===== src/rtl/fb_writer_pkg.sv =====
// Shared constants for the RGB565 frame-buffer writer: FSM encoding and default geometry.
package fb_writer_pkg;

  localparam int unsigned H_ACT_DEF  = 480;
  localparam int unsigned V_ACT_DEF  = 272;
  localparam int unsigned ADDR_W_DEF = 17;
  localparam int unsigned RGB565_W   = 16;

  localparam int unsigned ST_W = 2;
  localparam logic [ST_W-1:0] ST_IDLE  = 2'd0;
  localparam logic [ST_W-1:0] ST_WRITE = 2'd1;
  localparam logic [ST_W-1:0] ST_DROP  = 2'd2;
  localparam logic [ST_W-1:0] ST_DONE  = 2'd3;

endpackage


===== src/rtl/fb_addr_counter.sv =====
// x/y/linear pixel counters for one frame; clear and increment may coincide (clear first).
module fb_addr_counter
  import fb_writer_pkg::*;
#(
  parameter int unsigned H_ACT  = H_ACT_DEF,
  parameter int unsigned V_ACT  = V_ACT_DEF,
  parameter int unsigned ADDR_W = ADDR_W_DEF
) (
  input  logic              clk,
  input  logic              rst_n,
  input  logic              clr,
  input  logic              inc,
  output logic [ADDR_W-1:0] addr_c,
  output logic              last_c
);

  localparam int unsigned X_W = (H_ACT > 1) ? $clog2(H_ACT) : 1;
  localparam int unsigned Y_W = (V_ACT > 1) ? $clog2(V_ACT) : 1;

  logic [X_W-1:0]    x_q, x_d, x_base;
  logic [Y_W-1:0]    y_q, y_d, y_base;
  logic [ADDR_W-1:0] a_q, a_d, a_base;
  logic              x_end;

  // Base values describe the pixel being accepted this cycle.
  always_comb begin
    x_base = clr ? '0 : x_q;
    y_base = clr ? '0 : y_q;
    a_base = clr ? '0 : a_q;
    x_end  = (x_base == X_W'(H_ACT - 1));
    last_c = x_end && (y_base == Y_W'(V_ACT - 1));
    addr_c = a_base;

    x_d = x_base;
    y_d = y_base;
    a_d = a_base;
    if (inc) begin
      if (x_end) begin
        x_d = '0;
        y_d = last_c ? '0 : y_base + Y_W'(1);
      end else begin
        x_d = x_base + X_W'(1);
      end
      a_d = last_c ? '0 : a_base + ADDR_W'(1);
    end
  end

  always_ff @(posedge clk or negedge rst_n) begin
    if (!rst_n) begin
      x_q <= '0;
      y_q <= '0;
      a_q <= '0;
    end else begin
      x_q <= x_d;
      y_q <= y_d;
      a_q <= a_d;
    end
  end

endmodule


===== src/rtl/rgb565_fb_writer.sv =====
// Writes one RGB565 frame per SOF into a double-banked RAM and publishes the latest complete bank.
module rgb565_fb_writer
  import fb_writer_pkg::*;
#(
  parameter int unsigned H_ACT  = H_ACT_DEF,
  parameter int unsigned V_ACT  = V_ACT_DEF,
  parameter int unsigned ADDR_W = ADDR_W_DEF
) (
  input  logic                iClk,
  input  logic                wRsn,
  input  logic                wEnClk,
  input  logic                wStFrame,
  input  logic                wFgRgb565Valid,
  input  logic [RGB565_W-1:0] wRgb565,
  input  logic                wRdBusy,
  input  logic                wErrClr,
  output logic                wRamWe,
  output logic [ADDR_W:0]     wRamAddr,
  output logic [RGB565_W-1:0] wRamWrData,
  output logic                wFrameDone,
  output logic                wRdBank,
  output logic                wRdBankValid,
  output logic                wErrOvf,
  output logic                wErrShort
);

  logic [ST_W-1:0]     state_q, state_d;
  logic                wr_bank_q, wr_bank_d;
  logic                rd_bank_q, rd_bank_d;
  logic                rd_valid_q, rd_valid_d;
  logic                we_q, we_d;
  logic [ADDR_W:0]     addr_q, addr_d;
  logic [RGB565_W-1:0] data_q, data_d;
  logic                done_q, done_d;
  logic                ovf_q, ovf_d;
  logic                short_q, short_d;

  logic                pixel, sof, accept;
  logic                cnt_clr, cnt_inc;
  logic                ovf_evt, short_evt;
  logic [ADDR_W-1:0]   pix_addr_c;
  logic                pix_last_c;

  assign pixel = wEnClk & wFgRgb565Valid;
  assign sof   = wEnClk & wStFrame;

  fb_addr_counter #(
    .H_ACT  (H_ACT),
    .V_ACT  (V_ACT),
    .ADDR_W (ADDR_W)
  ) u_cnt (
    .clk    (iClk),
    .rst_n  (wRsn),
    .clr    (cnt_clr),
    .inc    (cnt_inc),
    .addr_c (pix_addr_c),
    .last_c (pix_last_c)
  );

  always_comb begin
    state_d    = state_q;
    wr_bank_d  = wr_bank_q;
    rd_bank_d  = rd_bank_q;
    rd_valid_d = rd_valid_q;
    we_d       = 1'b0;
    addr_d     = addr_q;
    data_d     = data_q;
    done_d     = 1'b0;
    accept     = 1'b0;
    cnt_clr    = 1'b0;
    ovf_evt    = 1'b0;
    short_evt  = 1'b0;

    case (state_q)
      ST_IDLE, ST_DROP: begin
        // SOF is re-evaluated against the reader here so we never write under it.
        if (sof) begin
          if (!wRdBusy) begin
            state_d = ST_WRITE;
            cnt_clr = 1'b1;
            accept  = pixel;
          end else begin
            state_d = ST_DROP;
          end
        end else if (pixel && (state_q == ST_IDLE)) begin
          ovf_evt = 1'b1;
        end
      end
      ST_WRITE: begin
        if (sof) begin
          short_evt = 1'b1;
          cnt_clr   = 1'b1;
        end
        accept = pixel;
      end
      ST_DONE: begin
        done_d     = 1'b1;
        rd_bank_d  = wr_bank_q;
        rd_valid_d = 1'b1;
        wr_bank_d  = ~wr_bank_q;
        state_d    = ST_IDLE;
        ovf_evt    = pixel;
      end
      default: state_d = ST_IDLE;
    endcase

    cnt_inc = accept;
    if (accept) begin
      we_d   = 1'b1;
      addr_d = {wr_bank_q, pix_addr_c};
      data_d = wRgb565;
      if (pix_last_c) state_d = ST_DONE;
    end

    // A same-cycle error event wins over the clear.
    ovf_d   = (ovf_q & ~wErrClr) | ovf_evt;
    short_d = (short_q & ~wErrClr) | short_evt;
  end

  always_ff @(posedge iClk or negedge wRsn) begin
    if (!wRsn) begin
      state_q    <= ST_IDLE;
      wr_bank_q  <= 1'b0;
      rd_bank_q  <= 1'b0;
      rd_valid_q <= 1'b0;
      we_q       <= 1'b0;
      addr_q     <= '0;
      data_q     <= '0;
      done_q     <= 1'b0;
      ovf_q      <= 1'b0;
      short_q    <= 1'b0;
    end else begin
      state_q    <= state_d;
      wr_bank_q  <= wr_bank_d;
      rd_bank_q  <= rd_bank_d;
      rd_valid_q <= rd_valid_d;
      we_q       <= we_d;
      addr_q     <= addr_d;
      data_q     <= data_d;
      done_q     <= done_d;
      ovf_q      <= ovf_d;
      short_q    <= short_d;
    end
  end

  assign wRamWe       = we_q;
  assign wRamAddr     = addr_q;
  assign wRamWrData   = data_q;
  assign wFrameDone   = done_q;
  assign wRdBank      = rd_bank_q;
  assign wRdBankValid = rd_valid_q;
  assign wErrOvf      = ovf_q;
  assign wErrShort    = short_q;

endmodule


===== config.mk =====
export PLATFORM = sky130hd
export DESIGN_NAME = rgb565_fb_writer
export DESIGN_NICKNAME = d
export VERILOG_FILES = /design/src/rtl/fb_writer_pkg.sv /design/src/rtl/fb_addr_counter.sv /design/src/rtl/rgb565_fb_writer.sv
export SDC_FILE = /design/constraint.sdc
export NUM_CORES = 1
export LEC_CHECK = 0
export BUFFER_PORTS_ARGS = -buffer_cell sky130_fd_sc_hd__buf_2
export CAP_MARGIN = 20
export CORE_AREA = 5 5 93 95
export DETAILED_ROUTE_END_ITERATION = 10
export DIE_AREA = 0 0 98 100
export GPL_TIMING_DRIVEN = 1
export PLACE_DENSITY = 0.68
export SYNTH_ARGS = -nofsm -noshare
export SYNTH_HDL_FRONTEND = slang
export SYNTH_SLANG_ARGS = --single-unit

===== constraint.sdc =====
create_clock -name iClk -period 5.8 [get_ports iClk]
set_input_delay 0.58 -clock iClk [delete_from_list [all_inputs] [get_ports iClk]]
set_output_delay 0.58 -clock iClk [all_outputs]
set_load 0.05 [all_outputs]

==> flow_summary.yaml <==
outcome:
  outcome: "complete, no violations"
hold_path:
  hold_path_depth: 3
  hp-class: "in -> reg"
route:
  wl_per_cell_um: 13.8
  drc: 0
  ant_nets: 0
  firstDrtPassIters: 4
  avgViaCountPerCell: 5.15
  wl_um: 7550
  dr_total_vias: 2824
  drt_iter0_markers: 126
sta:
  finalCritPeriodShare_pct: 56.0
  timing_hold_violations_final: 0
  clock.fmax_ghz: 0.308
  finalWorstSetupSlack_ns: 2.55
  tightest_slew_ns: 0.790
  min_period_ns: 3.25
  slew_headroom_pct: 46.9
  tns_ns: 0
  drv_slew: 0
  finClkSkew_ns: 0.00647
  rsz0062_at_grt: "no"
  setup_violations: 0
die:
  coreArea_um2: 7650
  initial_core_util_pct: 46.2
  row_count: 32
  dieWidth_um: 98
  ios: 63
  die_h_um: 100
  fp.dieArea_um2: 9800
critical_path:
  arrival_ns: 3.52
  ff2ff_path_depth: 10
  crit_fanout: 29
  r2r-end: "u_cnt.y_q[8]$_DFF_PN0_"
  worstSetupPathType: "reg -> reg"
  r2r_start: "state_q[0]$_DFF_PN0_"
  required_ns: 6.07
  crit_start: "state_q[0]$_DFF_PN0_"
  setup.worst_path.start_class: "flop"
  r2r_slack_ns: 2.55
  critPathCaptureType: "flop"
  endpoint: "u_cnt.y_q[8]$_DFF_PN0_"
global_route:
  grt_max_degree: 79
  grt_pass1_vias: 2795
  antenna_found_initial: 0
  grt_overflow: 0
  grt_pass1_wl_um: 13100
  grt.total_usage_pct: 16.4
clock_tree:
  clock_sinks: 78
  clockRootBuffer: "clkbuf_8"
  clk_path_buf_depth: 2
  clk_latency_ns: 0.34
  cts_max_level: 3
  cts_hold_buf: 0
  cts_tree: "built"
  cts.repair.resized: 0
  numCtsBuffers: 9
  post_cts_buffers: 0
  clkTransAtPathRegs_ns: 0.08
final_layout:
  most-common-layout-cells: "nand2_1 (110), dfrtp_1 (78), buf_2 (61)"
  fin_nets: 467
  area_delta_synth_final_pct: 18.7
  layout_commonest_cell: "nand2_1"
  drive_gt1_share_pct: 19.7
  nFillCells: 701
  diodes: 0
power:
  vdd_drop_max_mv: 0.143
  p_leak_nw: 2.15
  power.density_nw_per_um2: 414
synth:
  yosys_register_bits: 78
  synth_area_um2: 3530
  async_reset_ff_share_pct: 100
  synth.distinct_cells: 46
  yosysSeqAreaShare_pct: 55.2
  syn_area_per_cell_um2: 9.42
  ys_warn_count: 0
  synth_cells: 375
  synth_edf_count: 0
  ys.flop_type: "dfrtp_1"
  synthesis.nets: 401
place:
  io_buffers: 62
  gp_congestion: 0.822
  hpwl_um: 5120
  pre_cts_slack_ns: 2.19
run:
  cap_viol_max_count: 0
[cell type report]
type                    instances  area (um^2)  share of cell area (%)
flip-flops and latches         78         1950                    46.6
multi-input cells             278         1500                    35.8
repair buffers                 68          378                    9.01
clock buffers                  10          128                    3.04
well taps                     102          128                    3.04
clock inverters                 6         86.3                    2.06
inverters                       6         22.5                   0.537
[cells by family (layout without fill, tap and decap cells)]
logic type / count (synthesis) / count (layout) / synth area share (%)
simple gates: 210 / 210 / 27.7
flops: 78 / 78 / 55.2
compound gates: 42 / 42 / 7.72
buf+inv: 19 / 90 / 2.34
xor+xnor: 17 / 17 / 4.21
mux: 6 / 6 / 1.77
fa+ha+maj: 3 / 3 / 1.06
[cell usage after synthesis (2+ instances only)]
master / count / area share, %
a21o_1: 2 / 0.42
a21oi_1: 11 / 1.6
and2_1: 7 / 1.2
and3_1: 6 / 1.1
and4_1: 2 / 0.50
buf_2: 3 / 0.42
clkbuf_1: 9 / 0.96
dfrtp_1: 78 / 55
ha_1: 3 / 1.1
inv_1: 5 / 0.53
mux2_2: 2 / 0.64
mux2i_1: 4 / 1.1
nand2_1: 110 / 12
nand2b_1: 4 / 0.71
nand3_1: 30 / 4.2
nand4_1: 7 / 1.2
nor2_1: 21 / 2.2
nor3_1: 5 / 0.71
nor4_1: 3 / 0.53
o21a_1: 3 / 0.64
o21ai_0: 14 / 2.0
o22ai_1: 2 / 0.35
o31ai_1: 2 / 0.42
or3_1: 3 / 0.53
or4_1: 3 / 0.64
xnor2_1: 5 / 1.2
xor2_1: 12 / 3.0
[metrics by stage]
stage | total power [mW] | cell area (um^2) | std cells | hold WS (ns) | util (%)
finish | 1.73 | 4190 | 548 | 0.420 | 54.8
floorplan | 1.16 | 3530 | 375 | 0.284 | -
global placement | 1.30 | 3940 | 529 | 0.445 | 51.5
detailed placement | 1.31 | 3940 | 529 | 0.449 | 51.5
global route | 1.83 | 4190 | 548 | 0.410 | 54.8
CTS | 1.75 | 4150 | 545 | 0.401 | 54.3
[where the power goes]
part           switching (mW)  internal [mW]
Combinational           0.450          0.136
Clock                   0.194          0.242
Sequential             0.0644          0.647
[sequential cells by signal, summed over array words and instances (netlist names)]
register      flops
wRamAddr         18
u_cnt.a_q        17
wRamWrData       16
u_cnt.x_q         9
u_cnt.y_q         9
state_q           2
wErrOvf           1
wErrShort         1
wFrameDone        1
wRamWe            1
wRdBank           1
wRdBankValid      1
wr_bank_q         1
[critical path, cell delays in order, from the launching register on]
cell and delay (ns):
dfrtp_1 0.48, nand2_1 0.27, nand3_1 0.14, buf_4 0.31, and2_1 0.21, ha_1 0.24, nand2_1 0.09, nor3_1 0.43
nand3_1 0.30, or4_1 0.53, a21oi_1 0.15
[layer usage]
metal  vias up  GRT usage, %  share of wire, %
met2        77          25.1                45
met5         -             0                 0
met4         0          6.82               1.5
met1      1325          22.3                48
met3        11          4.38               5.4
li1       1411             -                 -
[worst min-delay path by stage]
stage	from	to	slack, ns
5_1_grt	wRgb565[15]	wRamWrData[15]$_DFFE_PN0P_	0.41
2_1_floorplan	wRsn	state_q[0]$_DFF_PN0_	0.28
6_report	wRgb565[15]	wRamWrData[15]$_DFFE_PN0P_	0.42
3_5_place_dp	wRdBankValid$_DFFE_PN0P_	wRdBankValid$_DFFE_PN0P_	0.45
4_1_cts	wRgb565[15]	wRamWrData[15]$_DFFE_PN0P_	0.40
3_3_place_gp	wRdBankValid$_DFFE_PN0P_	wRdBankValid$_DFFE_PN0P_	0.45
Note: power is estimated with default switching activity, not from simulation.
